`src/rtl/mem_arbiter_pkg.sv`:
```
// mem_arbiter_pkg: shared arbiter state and port identifiers
package mem_arbiter_pkg;
  typedef enum logic {ARB_IDLE, ARB_RD_WAIT} arb_state_t;
  typedef enum logic [1:0] {PORT_BL, PORT_IF, PORT_DM} arb_port_t;
endpackage

```
`src/rtl/mem_arbiter_if.sv`:
```
// mem_arbiter_if: requester ports (bl, if, dm) and RAM side of the arbiter
// Per requester: req/we/be/addr/wdata in, gnt/rvalid/rdata out.
// RAM side: read_req/read_addr out, read_data in, write_enable/byte_enable/write_addr/write_data out.
// slave = arbiter view, master = requester/RAM view.
interface mem_arbiter_if #(parameter int ADDR_WIDTH = 31, parameter int DATA_WIDTH = 31);
  logic                i_bl_req, i_bl_we, o_bl_gnt, o_bl_rvalid;
  logic [3:0]          i_bl_be;
  logic [ADDR_WIDTH:0] i_bl_addr;
  logic [DATA_WIDTH:0] i_bl_wdata, o_bl_rdata;
  logic                i_if_req, i_if_we, o_if_gnt, o_if_rvalid;
  logic [3:0]          i_if_be;
  logic [ADDR_WIDTH:0] i_if_addr;
  logic [DATA_WIDTH:0] i_if_wdata, o_if_rdata;
  logic                i_dm_req, i_dm_we, o_dm_gnt, o_dm_rvalid;
  logic [3:0]          i_dm_be;
  logic [ADDR_WIDTH:0] i_dm_addr;
  logic [DATA_WIDTH:0] i_dm_wdata, o_dm_rdata;
  logic                o_read_req, o_write_enable;
  logic [ADDR_WIDTH:0] o_read_addr, o_write_addr;
  logic [DATA_WIDTH:0] i_read_data, o_write_data;
  logic [3:0]          o_byte_enable;
  modport slave (
    input  i_bl_req, i_bl_we, i_bl_be, i_bl_addr, i_bl_wdata,
    input  i_if_req, i_if_we, i_if_be, i_if_addr, i_if_wdata,
    input  i_dm_req, i_dm_we, i_dm_be, i_dm_addr, i_dm_wdata, i_read_data,
    output o_bl_gnt, o_bl_rvalid, o_bl_rdata, o_if_gnt, o_if_rvalid, o_if_rdata,
    output o_dm_gnt, o_dm_rvalid, o_dm_rdata,
    output o_read_req, o_read_addr, o_write_enable, o_byte_enable, o_write_addr, o_write_data
  );
  modport master (
    output i_bl_req, i_bl_we, i_bl_be, i_bl_addr, i_bl_wdata,
    output i_if_req, i_if_we, i_if_be, i_if_addr, i_if_wdata,
    output i_dm_req, i_dm_we, i_dm_be, i_dm_addr, i_dm_wdata, i_read_data,
    input  o_bl_gnt, o_bl_rvalid, o_bl_rdata, o_if_gnt, o_if_rvalid, o_if_rdata,
    input  o_dm_gnt, o_dm_rvalid, o_dm_rdata,
    input  o_read_req, o_read_addr, o_write_enable, o_byte_enable, o_write_addr, o_write_data
  );
endinterface

```
`src/rtl/mem_arbiter_rr_pick2.sv`:
```
// rr_pick2: combinational two-input round-robin picker
// i_req[0]/i_req[1]: requests a/b; i_last_b: b was granted last; o_gnt: one-hot grant.
module rr_pick2 (
  input  logic [1:0] i_req,
  input  logic       i_last_b,
  output logic [1:0] o_gnt
);
  assign o_gnt[0] = i_req[0] && (!i_req[1] || i_last_b);
  assign o_gnt[1] = i_req[1] && (!i_req[0] || !i_last_b);
endmodule

```
`src/rtl/mem_arbiter.sv`:
```
// mem_arbiter: single-RAM arbiter for bios loader, instruction fetch and data memory
// clk/rst_n: clock, async active-low reset; i_booted: 0 loader owns RAM, 1 CPU ports own RAM;
// o_busy: read outstanding; bus: requester and RAM signals (slave modport).
module mem_arbiter
  import mem_arbiter_pkg::*;
#(parameter int ADDR_WIDTH = 31, parameter int DATA_WIDTH = 31) (
  input  logic clk,
  input  logic rst_n,
  input  logic i_booted,
  output logic o_busy,
  mem_arbiter_if.slave bus
);
  arb_state_t          r_state;
  arb_port_t           r_last, r_owner, w_sel;
  logic                w_idle, w_gnt_bl, w_any, w_we, w_rd;
  logic [1:0]          w_pick;
  logic [3:0]          w_be;
  logic [ADDR_WIDTH:0] w_addr;
  logic [DATA_WIDTH:0] w_wdata;
  // rst_n gates grants so outputs drop the moment reset asserts
  assign w_idle   = rst_n && r_state == ARB_IDLE;
  assign w_gnt_bl = w_idle && !i_booted && bus.i_bl_req;
  rr_pick2 u_pick (
    .i_req    ({w_idle && i_booted && bus.i_dm_req, w_idle && i_booted && bus.i_if_req}),
    .i_last_b (r_last == PORT_DM),
    .o_gnt    (w_pick)
  );
  assign w_any   = w_gnt_bl || |w_pick;
  assign w_sel   = w_pick[0] ? PORT_IF : w_pick[1] ? PORT_DM : PORT_BL;
  assign w_we    = w_sel == PORT_IF ? bus.i_if_we    : w_sel == PORT_DM ? bus.i_dm_we    : bus.i_bl_we;
  assign w_be    = w_sel == PORT_IF ? bus.i_if_be    : w_sel == PORT_DM ? bus.i_dm_be    : bus.i_bl_be;
  assign w_addr  = w_sel == PORT_IF ? bus.i_if_addr  : w_sel == PORT_DM ? bus.i_dm_addr  : bus.i_bl_addr;
  assign w_wdata = w_sel == PORT_IF ? bus.i_if_wdata : w_sel == PORT_DM ? bus.i_dm_wdata : bus.i_bl_wdata;
  assign bus.o_bl_gnt       = w_gnt_bl;
  assign bus.o_if_gnt       = w_pick[0];
  assign bus.o_dm_gnt       = w_pick[1];
  assign bus.o_read_req     = w_any && !w_we;
  assign bus.o_read_addr    = bus.o_read_req ? w_addr : '0;
  assign bus.o_write_enable = w_any && w_we;
  assign bus.o_byte_enable  = bus.o_write_enable ? w_be : 4'b0;
  assign bus.o_write_addr   = bus.o_write_enable ? w_addr : '0;
  assign bus.o_write_data   = bus.o_write_enable ? w_wdata : '0;
  assign w_rd               = r_state == ARB_RD_WAIT;
  assign o_busy             = w_rd;
  assign bus.o_bl_rvalid    = w_rd && r_owner == PORT_BL;
  assign bus.o_if_rvalid    = w_rd && r_owner == PORT_IF;
  assign bus.o_dm_rvalid    = w_rd && r_owner == PORT_DM;
  assign bus.o_bl_rdata     = bus.i_read_data;
  assign bus.o_if_rdata     = bus.i_read_data;
  assign bus.o_dm_rdata     = bus.i_read_data;
  // last_grant only tracks the if/dm pair; loader grants leave it untouched
  always_ff @(posedge clk or negedge rst_n)
    if (!rst_n) begin
      r_state <= ARB_IDLE;
      r_last  <= PORT_DM;
      r_owner <= PORT_BL;
    end else if (w_rd) r_state <= ARB_IDLE;
    else if (w_any) begin
      if (w_sel != PORT_BL) r_last <= w_sel;
      if (!w_we) begin
        r_state <= ARB_RD_WAIT;
        r_owner <= w_sel;
      end
    end
endmodule

```
`src/flat_wrapper.sv`:
```
// flat-port wrapper written by rule: the top's interface ports become plain ports
module mem_arbiter_flat import mem_arbiter_pkg::*;
#(parameter int ADDR_WIDTH = 31, parameter int DATA_WIDTH = 31)
  (clk, rst_n, i_booted, o_busy, bus_i_bl_req, bus_i_bl_we, bus_i_bl_be, bus_i_bl_addr, bus_i_bl_wdata, bus_i_if_req, bus_i_if_we, bus_i_if_be, bus_i_if_addr, bus_i_if_wdata, bus_i_dm_req, bus_i_dm_we, bus_i_dm_be, bus_i_dm_addr, bus_i_dm_wdata, bus_i_read_data, bus_o_bl_gnt, bus_o_bl_rvalid, bus_o_bl_rdata, bus_o_if_gnt, bus_o_if_rvalid, bus_o_if_rdata, bus_o_dm_gnt, bus_o_dm_rvalid, bus_o_dm_rdata, bus_o_read_req, bus_o_read_addr, bus_o_write_enable, bus_o_byte_enable, bus_o_write_addr, bus_o_write_data);
  mem_arbiter_if #(.ADDR_WIDTH(ADDR_WIDTH), .DATA_WIDTH(DATA_WIDTH)) bus_i ();
  input  logic clk;
  input  logic rst_n;
  input  logic i_booted;
  output logic o_busy;
  input wire logic [$bits(bus_i.i_bl_req)-1:0] bus_i_bl_req;
  input wire logic [$bits(bus_i.i_bl_we)-1:0] bus_i_bl_we;
  input wire logic [$bits(bus_i.i_bl_be)-1:0] bus_i_bl_be;
  input wire logic [$bits(bus_i.i_bl_addr)-1:0] bus_i_bl_addr;
  input wire logic [$bits(bus_i.i_bl_wdata)-1:0] bus_i_bl_wdata;
  input wire logic [$bits(bus_i.i_if_req)-1:0] bus_i_if_req;
  input wire logic [$bits(bus_i.i_if_we)-1:0] bus_i_if_we;
  input wire logic [$bits(bus_i.i_if_be)-1:0] bus_i_if_be;
  input wire logic [$bits(bus_i.i_if_addr)-1:0] bus_i_if_addr;
  input wire logic [$bits(bus_i.i_if_wdata)-1:0] bus_i_if_wdata;
  input wire logic [$bits(bus_i.i_dm_req)-1:0] bus_i_dm_req;
  input wire logic [$bits(bus_i.i_dm_we)-1:0] bus_i_dm_we;
  input wire logic [$bits(bus_i.i_dm_be)-1:0] bus_i_dm_be;
  input wire logic [$bits(bus_i.i_dm_addr)-1:0] bus_i_dm_addr;
  input wire logic [$bits(bus_i.i_dm_wdata)-1:0] bus_i_dm_wdata;
  input wire logic [$bits(bus_i.i_read_data)-1:0] bus_i_read_data;
  output wire logic [$bits(bus_i.o_bl_gnt)-1:0] bus_o_bl_gnt;
  output wire logic [$bits(bus_i.o_bl_rvalid)-1:0] bus_o_bl_rvalid;
  output wire logic [$bits(bus_i.o_bl_rdata)-1:0] bus_o_bl_rdata;
  output wire logic [$bits(bus_i.o_if_gnt)-1:0] bus_o_if_gnt;
  output wire logic [$bits(bus_i.o_if_rvalid)-1:0] bus_o_if_rvalid;
  output wire logic [$bits(bus_i.o_if_rdata)-1:0] bus_o_if_rdata;
  output wire logic [$bits(bus_i.o_dm_gnt)-1:0] bus_o_dm_gnt;
  output wire logic [$bits(bus_i.o_dm_rvalid)-1:0] bus_o_dm_rvalid;
  output wire logic [$bits(bus_i.o_dm_rdata)-1:0] bus_o_dm_rdata;
  output wire logic [$bits(bus_i.o_read_req)-1:0] bus_o_read_req;
  output wire logic [$bits(bus_i.o_read_addr)-1:0] bus_o_read_addr;
  output wire logic [$bits(bus_i.o_write_enable)-1:0] bus_o_write_enable;
  output wire logic [$bits(bus_i.o_byte_enable)-1:0] bus_o_byte_enable;
  output wire logic [$bits(bus_i.o_write_addr)-1:0] bus_o_write_addr;
  output wire logic [$bits(bus_i.o_write_data)-1:0] bus_o_write_data;
  assign bus_i.i_bl_req = bus_i_bl_req;
  assign bus_i.i_bl_we = bus_i_bl_we;
  assign bus_i.i_bl_be = bus_i_bl_be;
  assign bus_i.i_bl_addr = bus_i_bl_addr;
  assign bus_i.i_bl_wdata = bus_i_bl_wdata;
  assign bus_i.i_if_req = bus_i_if_req;
  assign bus_i.i_if_we = bus_i_if_we;
  assign bus_i.i_if_be = bus_i_if_be;
  assign bus_i.i_if_addr = bus_i_if_addr;
  assign bus_i.i_if_wdata = bus_i_if_wdata;
  assign bus_i.i_dm_req = bus_i_dm_req;
  assign bus_i.i_dm_we = bus_i_dm_we;
  assign bus_i.i_dm_be = bus_i_dm_be;
  assign bus_i.i_dm_addr = bus_i_dm_addr;
  assign bus_i.i_dm_wdata = bus_i_dm_wdata;
  assign bus_i.i_read_data = bus_i_read_data;
  assign bus_o_bl_gnt = bus_i.o_bl_gnt;
  assign bus_o_bl_rvalid = bus_i.o_bl_rvalid;
  assign bus_o_bl_rdata = bus_i.o_bl_rdata;
  assign bus_o_if_gnt = bus_i.o_if_gnt;
  assign bus_o_if_rvalid = bus_i.o_if_rvalid;
  assign bus_o_if_rdata = bus_i.o_if_rdata;
  assign bus_o_dm_gnt = bus_i.o_dm_gnt;
  assign bus_o_dm_rvalid = bus_i.o_dm_rvalid;
  assign bus_o_dm_rdata = bus_i.o_dm_rdata;
  assign bus_o_read_req = bus_i.o_read_req;
  assign bus_o_read_addr = bus_i.o_read_addr;
  assign bus_o_write_enable = bus_i.o_write_enable;
  assign bus_o_byte_enable = bus_i.o_byte_enable;
  assign bus_o_write_addr = bus_i.o_write_addr;
  assign bus_o_write_data = bus_i.o_write_data;
  mem_arbiter #(.ADDR_WIDTH(ADDR_WIDTH), .DATA_WIDTH(DATA_WIDTH)) u_core (.clk(clk), .rst_n(rst_n), .i_booted(i_booted), .o_busy(o_busy), .bus(bus_i));
endmodule
```
`config.mk`:
```
export PLATFORM = sky130hd
export DESIGN_NAME = mem_arbiter_flat
export DESIGN_NICKNAME = d
export VERILOG_FILES = /design/src/rtl/mem_arbiter_pkg.sv /design/src/rtl/mem_arbiter_if.sv /design/src/rtl/mem_arbiter_rr_pick2.sv /design/src/rtl/mem_arbiter.sv /design/src/flat_wrapper.sv
export SDC_FILE = /design/constraint.sdc
export NUM_CORES = 1
export LEC_CHECK = 0
export ABC_AREA = 0
export BUFFER_PORTS_ARGS = -buffer_cell sky130_fd_sc_hd__buf_2
export CORE_AREA = 4 4 171 173
export DETAILED_ROUTE_END_ITERATION = 8
export DIE_AREA = 0 0 175 177
export GPL_TIMING_DRIVEN = 0
export PLACE_DENSITY = 0.41
export SYNTH_ARGS = -nofsm -noshare
export SYNTH_HDL_FRONTEND = slang
export SYNTH_SLANG_ARGS = --single-unit
```
`constraint.sdc`:
```
create_clock -name clk -period 2.41 [get_ports clk]
set_input_delay 0.1205 -clock clk [delete_from_list [all_inputs] [get_ports clk]]
set_output_delay 0.1205 -clock clk [all_outputs]
set_load 0.02 [all_outputs]
```
# --- Word level (Yosys, flattened, before mapping) ---
# Cells that the tools add are included.
# W data, S select, Z words.
totals:
  register_bits: 5
  word_cells: 53
  output_inout_bits: 205
  inputBits: 245
op_classes:
  n_bitwise: 2
  eq_ne: 5
  mux: 17
  n_reduce_logical: 26
op_table:
  columns: ["cell", "n"]
  rows:
  - ["$mux W32", 7]
  - ["$logic_and A1 B1 Y1", 13]
  - ["$mux W4", 3]
  - ["$eq A2 B2 Y1 const B", 3]
  - ["$reduce_and A3 Y1", 2]
  - ["$logic_not A1 Y1", 5]
  - ["$mux W1", 5]
  - ["$eq A2 B1 Y1 const B", 2]
  - ["$mux W2", 2]
  - ["$logic_or A1 B1 Y1", 3]
  - ["$logic_not A2 Y1", 1]
  - ["$not A1 Y1", 2]
  - ["$reduce_bool A2 Y1", 1]
  - ["$reduce_or A2 Y1", 1]

# --- Logic depth before layout (Yosys ltp) ---
# Gate-level depths: netlist (run 1).
logic_depth:
  depth_word: 15
  ltp_mapped: 7
  ltp_nobuf: 5

# --- By module ---
# A second synthesis (run 1) with hierarchy kept.
hier_totals:
  cells_unflattened: 404
  area_unflattened_um2: 3118.0
modules_own_cells:
  columns: ["module", "area_per_inst_um2", "seq_area_each_um2", "n_inst", "cells_per_inst"]
  rows:
  - ["mem_arbiter", 3099.2, 126.4, 1, 401]
  - ["rr_pick2", 18.8, 0.0, 1, 3]

# --- Worst setup path before layout (run 1) ---
# Ideal clock, no wire load.
synth_timing:
  path_type: "flip-flop to output port"
  startpoint: "register u_core.r_state (netlist: u_core.o_busy)"
  endpoint: "output port bus_o_byte_enable[0]"
  required_ns: 2.289
  path_stages_with_launch: 8
  slack_ns: 0.319
  t_arrival_ns: 1.971
  path_buffers: 2
  path_cell_list: "dfrtp_1 -> nand4b_1 -> a21o_1 -> inv_2 -> buf_2 -> buf_2 -> nand3_1 -> a21oi_1"
synth_between:
  word_cells_on_any_way: 25
  cone_classes: "2 x eq/ne; 7 x mux; 1 x bitwise; 15 x reduce/logical"
synth_lines:
  columns: ["item", "line_no", "rtl"]
  rows:
  - ["start, declared", "mem_arbiter.sv:13", "arb_state_t r_state;"]
  - ["start signal, assigned", "mem_arbiter.sv:54", "r_state <= ARB_IDLE;"]
  - ["start signal, assigned", "mem_arbiter.sv:57", "end else if (w_rd) r_state <= ARB_IDLE;"]
  - ["start signal, assigned", "mem_arbiter.sv:61", "r_state <= ARB_RD_WAIT;"]
  - ["$not A1 Y1 (no line) (*)", null, null]
  - ["$logic_and A1 B1 Y1 (*)", "mem_arbiter.sv:21", "assign w_idle = rst_n && r_state == ARB_IDLE;"]
  - ["$logic_and A1 B1 Y1 (*)", "mem_arbiter.sv:24", ".i_req ({w_idle && i_booted && bus.i_dm_req, w_idle && i_booted && bus.i_if_req}),"]
  - ["$logic_and A1 B1 Y1", "mem_arbiter.sv:24", null]
  - ["$logic_not A1 Y1", "mem_arbiter_rr_pick2.sv:8", "assign o_gnt[0] = i_req[0] && (!i_req[1] || i_last_b);"]
  - ["$logic_or A1 B1 Y1", "mem_arbiter_rr_pick2.sv:8", null]
  - ["$logic_and A1 B1 Y1 (*)", "mem_arbiter_rr_pick2.sv:8", null]
  - ["named net bus_o_if_gnt", "flat_wrapper.sv:29", "output wire logic [$bits(bus_i.o_if_gnt)-1:0] bus_o_if_gnt;"]
  - ["$mux W2", "mem_arbiter.sv:29", "assign w_sel = w_pick[0] ? PORT_IF : w_pick[1] ? PORT_DM : PORT_BL;"]
  - ["$eq A2 B2 Y1", "mem_arbiter.sv:30, mem_arbiter.sv:31", null]
  - ["$mux W1 (2 in series)", "mem_arbiter.sv:30", "assign w_we = w_sel == PORT_IF ? bus.i_if_we : w_sel == PORT_DM ? bus.i_dm_we : bus.i_bl_we;"]
  - ["$logic_and A1 B1 Y1", "mem_arbiter.sv:39", "assign bus.o_write_enable = w_any && w_we;"]
  - ["$mux W4 (*)", "mem_arbiter.sv:40", "assign bus.o_byte_enable = bus.o_write_enable ? w_be : 4'b0;"]
  - ["end, declared", "flat_wrapper.sv:38", "output wire logic [$bits(bus_i.o_byte_enable)-1:0] bus_o_byte_enable;"]
# The timed path passes the listed nets; every way through them passes the cells marked *.

# --- Worst setup path after layout (run 1) ---
layout_timing:
  startpoint: "register u_core.r_state (netlist: u_core.o_busy)"
  endpoint: "output port bus_o_write_addr[24]"
layout_between:
  elab_chain_len: 14
  word_cells_on_any_way: 25
  cone_classes: "2 x eq/ne; 7 x mux; 1 x bitwise; 15 x reduce/logical"
layout_rtl:
  columns: ["item", "line_no", "rtl"]
  rows:
  - ["$not A1 Y1 (no line) (*)", null, null]
  - ["$logic_and A1 B1 Y1 (*)", "mem_arbiter.sv:21", null]
  - ["$logic_and A1 B1 Y1 (2 in series)", "mem_arbiter.sv:24", null]
  - ["$logic_not A1 Y1", "mem_arbiter_rr_pick2.sv:9", "assign o_gnt[1] = i_req[1] && (!i_req[0] || !i_last_b);"]
  - ["$logic_or A1 B1 Y1", "mem_arbiter_rr_pick2.sv:9", null]
  - ["$logic_and A1 B1 Y1", "mem_arbiter_rr_pick2.sv:9", null]
  - ["$mux W2 (2 in series)", "mem_arbiter.sv:29", null]
  - ["$eq A2 B2 Y1", "mem_arbiter.sv:30, mem_arbiter.sv:32", null]
  - ["$mux W1 (2 in series)", "mem_arbiter.sv:30", null]
  - ["$logic_and A1 B1 Y1", "mem_arbiter.sv:39", null]
  - ["$mux W32 (*)", "mem_arbiter.sv:41", "assign bus.o_write_addr = bus.o_write_enable ? w_addr : '0;"]
  - ["end, declared", "flat_wrapper.sv:39", "output wire logic [$bits(bus_i.o_write_addr)-1:0] bus_o_write_addr;"]
# Mark *: on every way between the ends. The rest lies on a longest branch, timed or not.

==> results by group, run 1 <==
Status
  – Status: finished, final reports clean

Synth
  – Syn Area/Cell: 6.205 um^2
  – Synthesized netlist cell count: 611
  – Mux share of post-synthesis cell area: 0
  – Post-synth cell types: 32
  – Adder-cell area share of the yosys netlist: 0
  – Largest family of logic cells by synthesized area: compound AO/OA/AOI/OAI gates
  – Synth async-reset ratio: 1.000
  – Yosys top cell area share: 0.1941
  – Area leader, netlist: buf_4
  – Synth warnings: 0
  – Sequential share of the synthesized area: 0.03333
  – Simple-gate share of the synthesized area: 0.2686
  – Compound-cell area share of the yosys netlist: 0.4241
  – FF+latch count, synth: 5
  – Synth Net Count: 856
  – Synth Flop Type: dfrtp_1
  – Count of flip-flops with a built-in enable after synthesis: 0
  – Most instantiated library cell after synthesis: nand3_1
  – Cell Area, Synth: 3791 um^2
  – Top cells by area, synth: buf_4, nand3_1, a21o_1, a21oi_1, o21ai_0
  – Commonest cells post-synth: nand3_1, buf_4, a21o_1, a21oi_1, o21ai_0
  – Synth Area in XOR/XNOR: 0

Route
  – First drt pass iteration count: 5
  – Vias: 6093
  – DRC: 0
  – WL final: 26580 um
  – Vias per inst: 4.294
  – DRT iter0 DRCs: 288
  – WL per Instance: 18.73 um
  – Antenna Violating Nets Remaining: 0

Die
  – Die H: 177 um
  – Core Area: 27630 um^2
  – FP Rows: 61
  – Full die area: 30980 um^2
  – Starting Density: 0.1372
  – Die width: 175 um
  – Num ports: 450

Setup path
  – Worst path depth: 9
  – CP startpoint kind: flop
  – Critical path buffers and inverters: 5
  – Worst path top cell family by delay: buffers and inverters
  – Critical-path top delay cell: dfrtp_2
  – Most frequent CP cell: buf_6
  – Crit path kind: flop to output port
  – Critical Path AT: 2210 ps
  – Worst Path Required: 2290 ps
  – FF-to-FF path depth: 5
  – CP max FO: 10
  – Critical-path cell list: and4b_1 -> buf_6 -> and3_4 -> o31ai_4 -> buf_4 -> buf_8 -> buf_6 -> a21oi_1 -> buf_2
  – Max stage delay on crit path: 430 ps
  – CP Capture Type: output port

Power and ir drop
  – Sw frac: 0.5007
  – Cell Int Power: 973.0 uW
  – Cell Pwr Density: 290.5 nW/um^2
  – Leak: 3.611 nW
  – Clock Power Share: 0.138
  – Tot Pwr: 1.949 mW
  – Logic pwr share: 0.794
  – Part of the power in registers: 0.068
  – Max IR drop VDD: 0.1665 mV
  – Sw power: 975.6 uW

Layout
  – Diode count: 0
  – Final non-filler cell total: 1419
  – Final Util: 0.2428
  – Layout net count: 1287
  – Fillers: 3249
  – Post-route cell area: 6709 um^2
  – Layout cells sized above 1: 0.5696
  – Area grow syn2layout: 76.96%

Timing
  – Setup_tns: 0 ps
  – Clock Skews: 0.3953 ps
  – Slew HR: 0.5500
  – Final Hold Fails: 0
  – Fin crit period: 2334 ps
  – Finish-stage setup viols: 0
  – Fmax: 428.5 MHz
  – Slew Viols, Final: 0
  – Setup slack after layout: 76.38 ps
  – Final Cycle Share: 0.9683
  – Slew of the pin with the lowest slew margin: 674.9 ps
  – Hold slack: 226.1 ps
  – RSZ-0062 raised after global routing: false

Clock network
  – CTS tree: yes
  – Root Buffer: clkbuf_16
  – Sink Count: 5
  – Cts bufs inserted: 3
  – Max clock buf depth: 2
  – Clk Latency, worst-skew pair: 220 ps
  – Clock transition at path regs: 30 ps
  – H-tree Lvls: 1

Placed design
  – DP Area: 6346 um^2
  – Detailed placement HPWL: 21620 um
  – # port buffers: 416
  – Final GP Congestion: 0.8220
  – DP Cell Count: 1405
  – Place WS: -629.2 ps

Worst hold path
  – Hold Path Depth: 2
  – Min-delay worst type: input pin to flop

Global route
  – Pin count of the biggest net entering global routing: 11
  – GR Util met1: 0.2041
  – Grt peak-use layer: met2
  – Gr usage total: 0.1566
  – Met2 Track Usage GR: 0.2847
  – M3 GR Usage: 0.02286
  – First-pass GRT wire length: 38120 um
  – Initial antenna violation count: 1
  – Grt ovf: 0
  – Via count of the first global-routing pass: 6234

Job
  – Number of max-cap violations: 0
## layout by cell type (no fill, tap or decap), types with 4 or more instances in the layout
| cell type | count |
|---|---|
| buf_2 | 417 |
| o2bb2ai_1 | 32 |
| buf_6 | 8 |
| nor2_1 | 6 |
| clkbuf_16 | 4 |
| o21ai_0 | 67 |
| nand3_1 | 136 |
| clkbuf_1 | 12 |
| clkbuf_2 | 22 |
| and2_1 | 32 |
| buf_4 | 118 |
| clkbuf_4 | 7 |
| a21oi_1 | 67 |
| a21o_1 | 69 |
## worst paths after layout
| path | from | end | slack (ps) |
|---|---|---|---|
| worst max-delay path | u_core.o_busy | bus_o_write_addr[24] | 80 |
| worst min-delay path | bus_i_dm_req | u_core.r_last[1] | 230 |
| worst max register to register | u_core.r_last[1] | u_core.r_owner[1] | 730 |
| worst min register to register | u_core.r_owner[0] | u_core.r_owner[0] | 530 |
| max in group asynchronous | rst_n | u_core.r_last[1] | 1760 |
| min in group asynchronous | rst_n | u_core.r_owner[0] | 390 |
## area by class of cell
cell class                 instances  area, um^2  area share
multi-input combinational        441        2671      0.3982
timing repair buffer             426        2175      0.3241
sequential                         5       127.6     0.01902
clock buffer                       4       78.83     0.01175
buffer                           162        1172      0.1747
inverter                           3       11.26    0.001678
tap                              378       473.0     0.07050
## sequential cells by signal, summed over array words and instances (netlist names)
signal	flops
u_core.o_busy	1
u_core.r_owner	2
u_core.r_last	2
## power groups by stage
stage | logic (mW) | clock network [mW] | registers (mW)
2_1_floorplan | 0.874 | 0 | 0.128
6_report | 1.55 | 0.269 | 0.132
4_1_cts | 1.55 | 0.273 | 0.131
3_3_place_gp | 1.47 | 0 | 0.132
3_5_place_dp | 1.47 | 0 | 0.134
5_1_grt | 1.68 | 0.281 | 0.135
## per-layer routing
layer  vias to the layer above  wire length (um)
li1                       2980                 -
met1                      2813             11320
met2                       286             13330
met3                        14              1758
met4                         0               167
met5                         -                 0
## logic make-up (layout without fill, tap and decap cells)
kind of cell | Yosys count | after routing
flops | 5 | 5
simple gates | 191 | 191
buf+inv | 165 | 595
compound gates | 250 | 250
## repair_timing
item	CTS	global route
endpoints found under the hold margin	5	0
endpoints found under the setup margin	105	65
pin swaps	2	0
gates resized for setup	55	36
hold buffers	1	0
buffers inserted	9	0
No activity file was read; power rests on OpenSTA's default activity.
==> run 2: changes to the inputs <==
Settings changed: RECOVER_POWER set to 100.
==> run 2 against run 1 <==
Power is 1.3% lower; worst hold slack better by 0.66 ps; cell area is 2.0% lower; first-iteration DRC count is 11% lower; sequential power hardly changed; clock skew hardly changed; sequential share of layout area hardly changed; die area stayed put; core utilization is 0.49 points lower; register-to-register slack hardly changed; fmax is 0.44% higher; critical endpoint is now bus_o_read_addr[2].
==> results by group, run 2 (synthesized netlist as in run 1, its figures left out) <==
Layout
  – Layout net count: 1287 (unchanged)
  – Diode count: 0 (unchanged)
  – Most common cell after layout, fill and taps aside: buf_2
  – Fillers: 3314 (+2.0%)
  – Layout cells sized above 1: 0.4707 (-0.09894)
  – Area grow syn2layout: 73.37%
  – Post-route cell area: 6573 um^2 (-2.0%)
  – Final non-filler cell total: 1419 (unchanged)
  – Most frequent cells in the layout: buf_2, nand3_1, buf_4, clkbuf_1, clkbuf_2

Worst hold path
  – Hold Path Sink: u_core.r_last[1]
  – HP Start: bus_i_dm_req
  – Min-delay worst type: input pin to flop
  – Hold Path Depth: 2 (unchanged)

Route
  – DRT iter0 DRCs: 257 (-11%)
  – Vias: 6092 (-0.016%)
  – Vias per inst: 4.293 (about the same)
  – Antenna Violating Nets Remaining: 0 (unchanged)
  – WL per Instance: 18.79 um (+0.35%)
  – DRC: 0 (unchanged)
  – First drt pass iteration count: 4 (-1)
  – WL final: 26670 um (+0.35%)

Clock network
  – Clock transition at path regs: 30 ps (about the same)
  – Root Buffer: clkbuf_16
  – Sink Count: 5 (unchanged)
  – Cts bufs inserted: 3 (unchanged)
  – CTS tree: yes
  – Clk Latency, worst-skew pair: 220 ps (about the same)
  – H-tree Lvls: 1 (unchanged)
  – Max clock buf depth: 2 (unchanged)

Global route
  – First-pass GRT wire length: 38120 um (unchanged)
  – Gr usage total: 0.1566 (unchanged)
  – Pin count of the biggest net entering global routing: 11 (unchanged)
  – Grt ovf: 0 (unchanged)
  – Initial antenna violation count: 1 (unchanged)
  – Via count of the first global-routing pass: 6234 (unchanged)

Setup path
  – Flop-to-flop setup slack: 740 ps (about the same)
  – Worst r2r src: u_core.r_last[1]
  – Crit path kind: flop to output port
  – CP Capture Type: output port
  – FF-to-FF path depth: 5 (unchanged)
  – CP max FO: 10 (unchanged)
  – Worst Path Required: 2290 ps (about the same)
  – CP startpoint kind: flop
  – Critical Path AT: 2200 ps (about the same)
  – Crit Reg-Reg Endpoint: u_core.r_owner[1]

Timing
  – Fin crit period: 2323 ps (-10.31 ps)
  – Hold slack: 226.8 ps (+0.6580 ps)
  – Finish-stage setup viols: 0 (unchanged)
  – Final Cycle Share: 0.9640 (-0.004276)
  – Slew of the pin with the lowest slew margin: 707.6 ps (+32.70 ps)
  – Slew Viols, Final: 0 (unchanged)
  – Final Hold Fails: 0 (unchanged)
  – Slew HR: 0.5282 (-0.02180)
  – Clock Skews: 0.3932 ps (-0.002123 ps)
  – RSZ-0062 raised after global routing: false
  – Fmax: 430.4 MHz (+0.44%)

Power and ir drop
  – Max IR drop VDD: 0.1663 mV (-0.15%)
  – Leak: 3.272 nW (-9.4%)
  – Cell Pwr Density: 292.6 nW/um^2 (+0.76%)

Placed design
  – Detailed placement HPWL: 21620 um (unchanged)
  – # port buffers: 416 (unchanged)
  – DP Area: 6346 um^2 (unchanged)
  – DP Cell Count: 1405 (unchanged)
  – Final GP Congestion: 0.8220 (unchanged)

Die
  – Die width: 175 um (unchanged)
  – FP Rows: 61 (unchanged)
  – Num ports: 450 (unchanged)
  – Core Area: 27630 um^2 (unchanged)
  – Starting Density: 0.1372 (unchanged)
  – Full die area: 30980 um^2 (unchanged)
  – Die H: 177 um (unchanged)

Job
  – Number of max-cap violations: 0 (unchanged)

Status
  – Status: finished, final reports clean
-- run 2: metrics by stage --
| step | TNS [ps] | utilization | power (mW) | setup slack [ps] |
|---|---|---|---|---|
| finish | 0 | 0.2379 | 1.923 | 86.68 |
| global route | 0 | 0.2379 | 2.069 | 0.3202 |
| CTS | 0 | 0.2406 | 1.953 | 5.971 |
| detailed placement | -31780 | 0.2297 | 1.607 | -629.2 |
| global placement | -31310 | 0.2297 | 1.602 | -640.5 |
| floorplan | 0 | - | 1.002 | 319.0 |
-- run 2: report_power, final --
group / switching (mW) / leakage [nW] / internal, mW
Sequential: 0.0235 / 0.0597 / 0.109
Combinational: 0.906 / 3.17 / 0.616
Clock: 0.0500 / 0.0382 / 0.219
-- run 2: what timing repair did --
item                                   in CTS  in global routing
setup endpoints to repair                 105                 65
setup buffers                               9                  0
gates cloned                                0                  0
pin swaps                                   2                  0
resized for setup                          55                 36
endpoints found under the hold margin       5                  0
hold buffers                                1                  0
-- run 2: worst max-delay path by stage --
stage	from	end	slack [ps]	cells past startpoint
finish	u_core.o_busy	bus_o_read_addr[2]	90	6
global route	u_core.r_last[1]	bus_o_write_addr[19]	0.3	9
detailed placement	u_core.o_busy	bus_o_read_addr[1]	-630	6
CTS	u_core.r_last[1]	bus_o_write_addr[19]	6	9
global placement	u_core.o_busy	bus_o_read_addr[2]	-640	6
floorplan	u_core.o_busy	bus_o_byte_enable[0]	320	7
-- run 2: area by class of cell --
| cell class | count | area [um^2] | area share |
|---|---|---|---|
| Buffer | 162 | 1172 | 0.1784 |
| Clock buffer | 4 | 78.83 | 0.01199 |
| Inverter | 3 | 11.26 | 0.001713 |
| Multi-Input combinational cell | 441 | 2671 | 0.4064 |
| Sequential cell | 5 | 127.6 | 0.01942 |
| Tap cell | 378 | 473.0 | 0.07196 |
| Timing Repair Buffer | 426 | 2038 | 0.3101 |
-- run 2: critical path, stage by stage (launching register included) --
cell	delay, ps
dfrtp_2	430
nand4b_1	240
a21o_4	260
nor2_4	260
clkbuf_2	330
o2bb2ai_1	220
buf_2	230
-- run 2: layer usage --
| metal | up-vias | routed length [um] | track usage |
|---|---|---|---|
| met1 | 2805 | 11430 | 0.2041 |
| met5 | - | 0 | 0 |
| li1 | 2979 | - | - |
| met4 | 0 | 142 | 0.01473 |
| met3 | 12 | 1775 | 0.02286 |
| met2 | 296 | 13320 | 0.2847 |
